$ cat src/rtl/lab3_dff_register_arbiter_if.sv
// lab3_dff_register_arbiter_if
// Bundles the two client request/data pairs with the grant/ack handshake and
// the shared register outputs. The arbiter takes the slave modport; the data
// sources (or a testbench) take the master modport.
interface lab3_dff_register_arbiter_if #(
   parameter int WIDTH = 8
);
   logic             req0;
   logic [WIDTH-1:0] data0;
   logic             req1;
   logic [WIDTH-1:0] data1;
   logic             grant0;
   logic             grant1;
   logic             ack0;
   logic             ack1;
   logic [WIDTH-1:0] Q;
   logic [WIDTH-1:0] NQ;
   logic             busy;
   logic             last_id;

   modport master (
      output req0, data0, req1, data1,
      input  grant0, grant1, ack0, ack1, Q, NQ, busy, last_id
   );

   modport slave (
      input  req0, data0, req1, data1,
      output grant0, grant1, ack0, ack1, Q, NQ, busy, last_id
   );
endinterface

$ cat src/rtl/lab3_dff_register_arbiter.sv
// lab3_dff_register_arbiter
// Two-client arbiter in front of a shared WIDTH-bit D flip-flop register.
// One write is in flight at a time: IDLE picks a winner, GRANT lasts one
// cycle and loads the winner's data on its exit edge, ACK pulses the
// winner's acknowledge for one cycle, then the arbiter returns to IDLE.
// Ties go to the round-robin pointer, which flips to the other client after
// every write.
// Optional build macro: LAB3_ARB_FIXED_PRIORITY_EN -- when defined, the
// pointer is pinned at 0 so client 0 always wins ties (client 1 may starve).
module lab3_dff_register_arbiter #(
   parameter int WIDTH = 8
) (
   input logic                        clock,
   input logic                        reset_n,
   lab3_dff_register_arbiter_if.slave bus
);

   typedef enum logic [1:0] {
      IDLE  = 2'd0,
      GRANT = 2'd1,
      ACK   = 2'd2
   } state_t;

   state_t           state_q, state_d;
   logic             owner_q, owner_d;
   logic             ptr_q, ptr_d;
   logic [WIDTH-1:0] q_q, q_d;
   logic             last_id_q, last_id_d;

   // Next-state logic: choose an owner in IDLE, commit the write on the GRANT exit edge
   always_comb begin
      state_d   = state_q;
      owner_d   = owner_q;
      ptr_d     = ptr_q;
      q_d       = q_q;
      last_id_d = last_id_q;
      case (state_q)
         IDLE: begin
            if (bus.req0 && bus.req1) begin
               owner_d = ptr_q;
               state_d = GRANT;
            end else if (bus.req0) begin
               owner_d = 1'b0;
               state_d = GRANT;
            end else if (bus.req1) begin
               owner_d = 1'b1;
               state_d = GRANT;
            end
         end
         GRANT: begin
            q_d       = owner_q ? bus.data1 : bus.data0;
            last_id_d = owner_q;
`ifdef LAB3_ARB_FIXED_PRIORITY_EN
            ptr_d     = 1'b0;
`else
            ptr_d     = ~owner_q;
`endif
            state_d   = ACK;
         end
         ACK: begin
            state_d = IDLE;
         end
         default: begin
            state_d = IDLE;
         end
      endcase
   end

   // State, owner, pointer and the shared register itself; reset drops any pending write
   always_ff @(posedge clock or negedge reset_n) begin
      if (!reset_n) begin
         state_q   <= IDLE;
         owner_q   <= 1'b0;
         ptr_q     <= 1'b0;
         q_q       <= '0;
         last_id_q <= 1'b0;
      end else begin
         state_q   <= state_d;
         owner_q   <= owner_d;
         ptr_q     <= ptr_d;
         q_q       <= q_d;
         last_id_q <= last_id_d;
      end
   end

   // Handshake outputs decode straight from registered state, so reset clears them at once
   assign bus.grant0  = (state_q == GRANT) && !owner_q;
   assign bus.grant1  = (state_q == GRANT) &&  owner_q;
   assign bus.ack0    = (state_q == ACK)   && !owner_q;
   assign bus.ack1    = (state_q == ACK)   &&  owner_q;
   assign bus.busy    = (state_q == GRANT) || (state_q == ACK);
   assign bus.Q       = q_q;
   assign bus.NQ      = ~q_q;
   assign bus.last_id = last_id_q;

endmodule

$ cat src/flat_wrapper.sv
// flat-port wrapper written by rule: the top's interface ports become plain ports
module lab3_dff_register_arbiter_flat 
#(
   parameter int WIDTH = 8
)
  (clock, reset_n, bus_req0, bus_data0, bus_req1, bus_data1, bus_grant0, bus_grant1, bus_ack0, bus_ack1, bus_Q, bus_NQ, bus_busy, bus_last_id);
  lab3_dff_register_arbiter_if #(.WIDTH(WIDTH)) bus_i ();
  input logic clock;
  input logic reset_n;
  input wire logic [$bits(bus_i.req0)-1:0] bus_req0;
  input wire logic [$bits(bus_i.data0)-1:0] bus_data0;
  input wire logic [$bits(bus_i.req1)-1:0] bus_req1;
  input wire logic [$bits(bus_i.data1)-1:0] bus_data1;
  output wire logic [$bits(bus_i.grant0)-1:0] bus_grant0;
  output wire logic [$bits(bus_i.grant1)-1:0] bus_grant1;
  output wire logic [$bits(bus_i.ack0)-1:0] bus_ack0;
  output wire logic [$bits(bus_i.ack1)-1:0] bus_ack1;
  output wire logic [$bits(bus_i.Q)-1:0] bus_Q;
  output wire logic [$bits(bus_i.NQ)-1:0] bus_NQ;
  output wire logic [$bits(bus_i.busy)-1:0] bus_busy;
  output wire logic [$bits(bus_i.last_id)-1:0] bus_last_id;
  assign bus_i.req0 = bus_req0;
  assign bus_i.data0 = bus_data0;
  assign bus_i.req1 = bus_req1;
  assign bus_i.data1 = bus_data1;
  assign bus_grant0 = bus_i.grant0;
  assign bus_grant1 = bus_i.grant1;
  assign bus_ack0 = bus_i.ack0;
  assign bus_ack1 = bus_i.ack1;
  assign bus_Q = bus_i.Q;
  assign bus_NQ = bus_i.NQ;
  assign bus_busy = bus_i.busy;
  assign bus_last_id = bus_i.last_id;
  lab3_dff_register_arbiter #(.WIDTH(WIDTH)) u_core (.clock(clock), .reset_n(reset_n), .bus(bus_i));
endmodule
$ cat config.mk
export PLATFORM = sky130hd
export DESIGN_NAME = lab3_dff_register_arbiter_flat
export DESIGN_NICKNAME = d
export VERILOG_FILES = /design/src/rtl/lab3_dff_register_arbiter_if.sv /design/src/rtl/lab3_dff_register_arbiter.sv /design/src/flat_wrapper.sv
export SDC_FILE = /design/constraint.sdc
export NUM_CORES = 1
export LEC_CHECK = 0
export CAP_MARGIN = 5
export CORE_UTILIZATION = 25
export DETAILED_ROUTE_END_ITERATION = 10
export DONT_BUFFER_PORTS = 1
export PLACE_DENSITY = 0.41
export SLEW_MARGIN = 20
export SYNTH_ARGS = -nofsm -noshare
export SYNTH_HDL_FRONTEND = slang
export SYNTH_SLANG_ARGS = --single-unit
export TNS_END_PERCENT = 10
$ cat constraint.sdc
create_clock -name clock -period 2.9 [get_ports clock]
set_clock_uncertainty 0.05 [all_clocks]
set_input_delay 0.58 -clock clock [delete_from_list [all_inputs] [get_ports clock]]
set_output_delay 0.58 -clock clock [all_outputs]
set_load 0.005 [all_outputs]
* Yosys cells after proc, flatten, opt, wreduce, memory -nomap -nowiden
Index checks and enable logic that the tools add are counted.
** Cells by class
- Equal/unequal tests :: 3
- Bitwise gates (word level) :: 2
- Multiplexer cells :: 8
- Reductions and logical operators :: 10
** Operators by type and width (count)
- $mux W8 :: 1
- $not A8 Y8 :: 1
- $mux W2 :: 3
- $logic_and A1 B1 Y1 :: 5
- $ne A4 B3 Y1 const B :: 1
- $pmux W2 S2 :: 1
- $mux W1 :: 3
- $reduce_bool A3 Y1 :: 1
- $eq A2 B1 Y1 const B :: 1
- $eq A2 B2 Y1 const B :: 1
- $logic_not A2 Y1 :: 1
- $reduce_and A2 Y1 :: 1
- $logic_not A1 Y1 :: 1
- $logic_or A1 B1 Y1 :: 1
- $not A1 Y1 :: 1
** Storage, ports and cells
- Output and inout bits :: 22
- Word-level logic and storage cells :: 28
- Register bits after elaboration :: 13

* Depth between registers and ports, before layout
Gate-level depths: netlist (run 1).
- Depth in word-level cells :: 4
- Gate-level depth with buffers :: 6
- Gate-level depth less buffers :: 4

* Worst setup path before layout (run 1)
No wires, ideal clock.
- Path kind :: flip-flop to output port
- Start :: register u_core.state_q[0]
- End :: output bus_grant0
- Data required time :: 2270 ps
- Cell stages (with the launch flop) :: 4
- Buffers on the path :: 1
- Setup slack :: 1342 ps
- Arrival time :: 928 ps
- Cell sequence :: dfrtp_1 > ha_1 > buf_2 > and2b_2
** On the way
- Word-level cells in the longest chain between the ends :: 2
** Ends and longest elaborated chain
- start, declared :: RTL line lab3_dff_register_arbiter.sv:24 : state_t state_q, state_d;
- start signal, assigned :: RTL line lab3_dff_register_arbiter.sv:78 : state_q <= state_d;
- $eq A2 B1 Y1 :: RTL line lab3_dff_register_arbiter.sv:87 : assign bus.grant0 = (state_q == GRANT) && !owner_q;
- $logic_and A1 B1 Y1 :: RTL line lab3_dff_register_arbiter.sv:87
- end, declared :: RTL line flat_wrapper.sv:14 : output wire logic [$bits(bus_i.grant0)-1:0] bus_grant0;
No other way between the ends.

* Final worst setup path (run 1)
- Start :: register u_core.owner_q
- End :: output bus_grant0
** On the way
- Word-level cells in the longest chain between the ends :: 2
** Ends and longest elaborated chain
- start, declared :: RTL line lab3_dff_register_arbiter.sv:25 : logic owner_q, owner_d;
- start signal, assigned :: RTL line lab3_dff_register_arbiter.sv:79 : owner_q <= owner_d;
- $logic_not A1 Y1 :: RTL line lab3_dff_register_arbiter.sv:87
- $logic_and A1 B1 Y1 :: RTL line lab3_dff_register_arbiter.sv:87
No other way between the ends.

==> results of run 1 <==
## placed cells by master, fill, tap and decap left out, drive strengths merged
master and n:
dfrtp 13, inv 11, a21oi 9, mux2i 8, nor2 8, ha 4
clkbuf 4, and2b 2, and2 2, a21o 2, nand2 1, a31oi 1
nor3b 1, mux2 1, o31a 1, dlygate4sd3 1, buf 1
## metrics by stage
stage | utilization (%) | std cells | hold slack, ns | worst slack [ns] | cell area [sq um]
after floorplan | - | 67 | 0.234 | 1.34 | 678
after global placement | 27.8 | 95 | 0.235 | 1.26 | 702
final | 29.3 | 100 | 0.356 | 0.967 | 738
after detailed placement | 27.8 | 95 | 0.235 | 1.24 | 702
after CTS | 29.3 | 100 | 0.346 | 0.926 | 738
after global routing | 29.3 | 100 | 0.353 | 0.866 | 738
## state kept, by name, summed over array words and instances, names as in the netlist
register and flops:
u_core.owner_q 1, u_core.bus.last_id 1, u_core.ptr_q 1, u_core.bus.Q 8
u_core.state_q 2
## metal layers
metal	part of all wire, %	vias to the layer above	global-route usage, %
li1	-	224	-
met1	45	203	12.3
met2	49	15	12.3
met3	4.8	2	2.82
met4	0.99	0	6.41
met5	0	-	0
## path summary, 6_finish.rpt
| path | to | slack (ns) | depth (start not counted) |
|---|---|---|---|
| worst max register to register | u_core.state_q[1] | 1.44 | 4 |
| worst max-delay path | bus_grant0 | 0.97 | 1 |
| max in group asynchronous | u_core.bus.Q[5] | 1.68 | 1 |
| min in group asynchronous | u_core.bus.Q[0] | 0.71 | 1 |
| worst min register to register | u_core.bus.last_id | 0.47 | 1 |
| worst min-delay path | u_core.owner_q | 0.36 | 1 |
## cells in the mapped netlist
cell / instances
a31oi_1: 1
mux2i_1: 8
and2_2: 2
nor2_1: 8
mux2_2: 1
a21o_1: 2
nor3b_1: 1
and2b_2: 2
a21oi_1: 9
inv_1: 11
dfrtp_1: 13
buf_2: 2
ha_1: 4
nand2_1: 1
o31a_1: 1
buf_6: 1
## logic make-up (layout without fill, tap and decap cells)
family	count (synthesis)	after routing	share of synthesized area (%)
DFF	13	13	48.0
adders and majority gates	4	4	7.38
buffers and inverters	14	17	9.23
AOI/OAI and AO/OA	13	13	11.1
muxes	9	9	13.5
and+or+nand+nor	14	14	10.9
## area by class of cell
class | count | share of cell area, %
flip-flops and latches | 13 | 44.1
multi-input cells | 40 | 39.3
inverters | 11 | 5.59
well taps | 30 | 5.08
clock buffers | 4 | 3.56
repair buffers | 2 | 2.37
## timing repair
item / in CTS / in global routing
endpoints found under the setup margin: 0 / 0
hold buffers: 1 / 0
hold endpoints to repair: 13 / 0
## where the power goes
part	internal (uW)	switching, uW
clock	53.2	56.3
combinational	153	159
sequential	271	113
total	477	329
==> results.json, run 1 <==
{
  "cts_buffer_depth": 2,
  "end_kind": "output pin",
  "netlist_area_sq_um": 678,
  "grt_pass1_vias": 367,
  "totalNegativeSetupSlack_ns": 0,
  "seq_area_frac_synth_pct": 48.0,
  "clk_pin_slew_ns": 0.08,
  "h-tree-depth": 1,
  "vias": 444,
  "core_area_sq_um": 2520,
  "die_area_sq_um": 2920,
  "drv_cap": 0,
  "route.detailed.drc": 0,
  "num_antenna_cells": 0,
  "tightest_slew_ns": 0.626,
  "drtIter0Drc": 4,
  "crit_path_max_incr_delay_ns": 0.73,
  "min_from": "bus_req0",
  "start_util_pct": 26.9,
  "fin_nets": 95,
  "cts_root_buf": "clkbuf_4",
  "worst-path-max-fanout": 13,
  "peakVddDrop_v": 0.000306,
  "crit_start": "u_core.owner_q",
  "startpoint_type": "register",
  "portBuffers": 0,
  "synth.net_count": 91,
  "cts_tree": "done",
  "min_period_ns": 1.93,
  "cp.required_ns": 2.27,
  "fillers": 280,
  "clock-sinks": 13,
  "yosys.area.top_type": "dfrtp_1",
  "synth_top_area_share_pct": 48.0,
  "slowest_stage": "dfrtp_1",
  "path_class": "reg -> out",
  "vias_per_cell": 4.44,
  "grt_setup_unrepaired": "false",
  "areaGrowthSynthToFinish_pct": 8.86,
  "ys_ff_latch": 13,
  "power.total_uw": 806,
  "synth_area_per_cell_sq_um": 10.1,
  "grt_usage_pct": 9.20,
  "die_x_um": 54.1,
  "regArea_sq_um": 325,
  "hold_viol": 0,
  "crit_buf_inv": 0,
  "slew_headroom_pct": 58.1,
  "post-dp-hpwl_um": 971,
  "synth.area.top_cells": "dfrtp_1 48%, mux2i_1 12%, ha_1 7.4%, a21oi_1 6.6%, inv_1 6.1%",
  "grt_pass1_wl_mm": 1.77,
  "hp-class": "in -> reg",
  "multi_input_area_sq_um": 290,
  "synth_cell_types": 16,
  "fin_crit_sh_pct": 66.6,
  "status": "complete, no violations",
  "drive_above_1_share_pct": 12.9,
  "r2r_start": "u_core.state_q[0]",
  "cts_setup_buffers": 0,
  "synth_cells": 67,
  "powerDensity_nw_per_um2": 1090,
  "postCtsResizedCells": 0,
  "max_freq_mhz": 517,
  "antenna_found_initial": 0,
  "slew_viol_final": 0,
  "worst_ep_arrival_time_ns": 1.30,
  "grt-ovfl-total": 0,
  "dr.pass1.iters": 4,
  "die_y_um": 54.1,
  "grt_max_degree": 18,
  "ios": 42,
  "cellLeakagePower_uw": 0.000388,
  "yosysWarningCount": 0,
  "setup_viol": 0,
  "wire_per_inst_um": 13.1,
  "antenna_left": 0,
  "rows": 18,
  "cts_made_buffers": 3,
  "clkLatencyLatePin_ns": 0.27,
  "critPathTopFamily": "flip-flops",
  "path_cells": "and2b_2",
  "gp_congestion": 0.658,
  "wl_mm": 1.31
}
No activity file was read; power rests on OpenSTA's default activity.
==> run 2, diff against run 1 <==
- clock period: 2.9 -> 1.9 ns (I/O delays scaled with it)
==> results.json, run 2 (same netlist as run 1, synthesis figures left out) <==
{
  "die_area_sq_um": 2920,
  "path_class": "reg -> out",
  "gp_congestion": 0.683,
  "vias_per_cell": 4.61,
  "dr.pass1.iters": 4,
  "max_freq_mhz": 625,
  "route.detailed.drc": 0,
  "die_y_um": 54.1,
  "setup_viol": 0,
  "postCtsResizedCells": 0,
  "drive_above_1_share_pct": 14.1,
  "cellLeakagePower_uw": 0.000393,
  "portBuffers": 0,
  "slew_viol_final": 0,
  "power.internal_uw": 742,
  "worst-path-max-fanout": 4,
  "clock_power_share_pct": 13.4,
  "tightest_slew_ns": 0.619,
  "cts_tree": "done",
  "vias": 466,
  "core_area_sq_um": 2520,
  "cts_buffer_depth": 2,
  "wl_mm": 1.35,
  "start_util_pct": 26.9,
  "placed_cells": 96,
  "fin_nets": 96,
  "largest_reg_flops": 8,
  "end_kind": "output pin",
  "grt_usage_pct": 9.79,
  "fillers": 287,
  "peakVddDrop_v": 0.000475,
  "areaGrowthSynthToFinish_pct": 9.96,
  "slew_headroom_pct": 58.6,
  "fin_crit_sh_pct": 84.2,
  "grt_setup_unrepaired": "false",
  "totalNegativeSetupSlack_ns": 0,
  "rows": 18,
  "final_common_cell": "dfrtp_1",
  "cp.required_ns": 1.47,
  "final_cell_mix": "13 x dfrtp_1, 11 x inv_1, 9 x a21oi_1, 8 x mux2i_1, 8 x nor2_1",
  "drtIter0Drc": 3,
  "clkLatencyLatePin_ns": 0.27,
  "clock-sinks": 13,
  "grt_max_degree": 17,
  "clk_pin_slew_ns": 0.08,
  "antenna_found_initial": 0,
  "worst_ep_arrival_time_ns": 1.17,
  "pwr-share-seq_pct": 44.0,
  "min_period_ns": 1.60,
  "grt-ovfl-total": 0,
  "grt_pass1_wl_mm": 1.93,
  "use_met3_pct": 2.54,
  "grt.busiest_layer": "met2",
  "use_met1_pct": 12.0,
  "wire_per_inst_um": 13.4,
  "p_sw_share_pct": 40.6,
  "status": "complete, no violations",
  "cts_made_buffers": 3,
  "powerDensity_nw_per_um2": 1670,
  "antenna_left": 0,
  "ios": 42,
  "num_antenna_cells": 0,
  "startpoint_type": "register",
  "drv_cap": 0,
  "die_x_um": 54.1,
  "switchingPower_uw": 506,
  "cts_root_buf": "clkbuf_4",
  "h-tree-depth": 1,
  "grt_pass1_vias": 428,
  "met2_usage_pct": 15.0,
  "hp-class": "in -> reg",
  "combPwrFrac_pct": 42.7,
  "post-dp-hpwl_um": 996,
  "final_cells": 101,
  "hold_viol": 0
}
run 2: path summary, 6_finish.rpt:
check | slack, ns | to | cells after the start | from
worst max register to register | 0.45 | u_core.state_q[1] | 4 | u_core.state_q[0]
worst max-delay path | 0.30 | bus_ack0 | 3 | u_core.state_q[0]
max in group asynchronous | 0.89 | u_core.bus.last_id | 1 | reset_n
worst min-delay path | 0.15 | u_core.owner_q | 1 | bus_req0
worst min register to register | 0.46 | u_core.ptr_q | 1 | u_core.ptr_q
min in group asynchronous | 0.51 | u_core.bus.Q[2] | 1 | reset_n
run 2: per-stage QoR:
step	util, %	worst slack, ns	total power [uW]	area [sq um]	hold WS (ns)
after floorplan	-	0.541	981	678	0.0344
after CTS	29.6	0.270	1280	746	0.136
final	29.6	0.300	1250	746	0.150
after global placement	28.1	0.492	1090	709	0.0348
after detailed placement	28.1	0.448	1100	709	0.0346
after global routing	29.6	0.191	1400	746	0.136
run 2: power groups by stage:
stage	Combinational (uW)	Sequential, uW	Clock, uW
after floorplan	462	519	0
after global placement	531	555	0
after detailed placement	536	559	0
after CTS	546	554	184
after global routing	626	581	194
final	532	548	167
run 2: repair_timing:
action	CTS	global route
setup buffers	0	0
hold endpoints to repair	13	0
setup endpoints to repair	0	0
hold buffers	1	0
run 2: per-layer routing:
layer | share of wire [%] | routed length (um)
met1 | 45 | 601
met4 | 0.96 | 13
met5 | 0 | 0
met2 | 48 | 654
met3 | 5.8 | 78
run 2: cell type report:
type | count | area (sq um) | area share, %
clock buffers | 4 | 26.3 | 3.52
inverters | 11 | 41.3 | 5.54
multi-input cells | 40 | 290 | 38.9
flip-flops and latches | 13 | 325 | 43.6
well taps | 30 | 37.5 | 5.03
repair buffers | 3 | 25.0 | 3.36
run 2: worst max-delay path: stages (launching register included):
cell	delay, ns
dfrtp_1	0.40
inv_1	0.08
ha_1	0.22
and2b_2	0.20
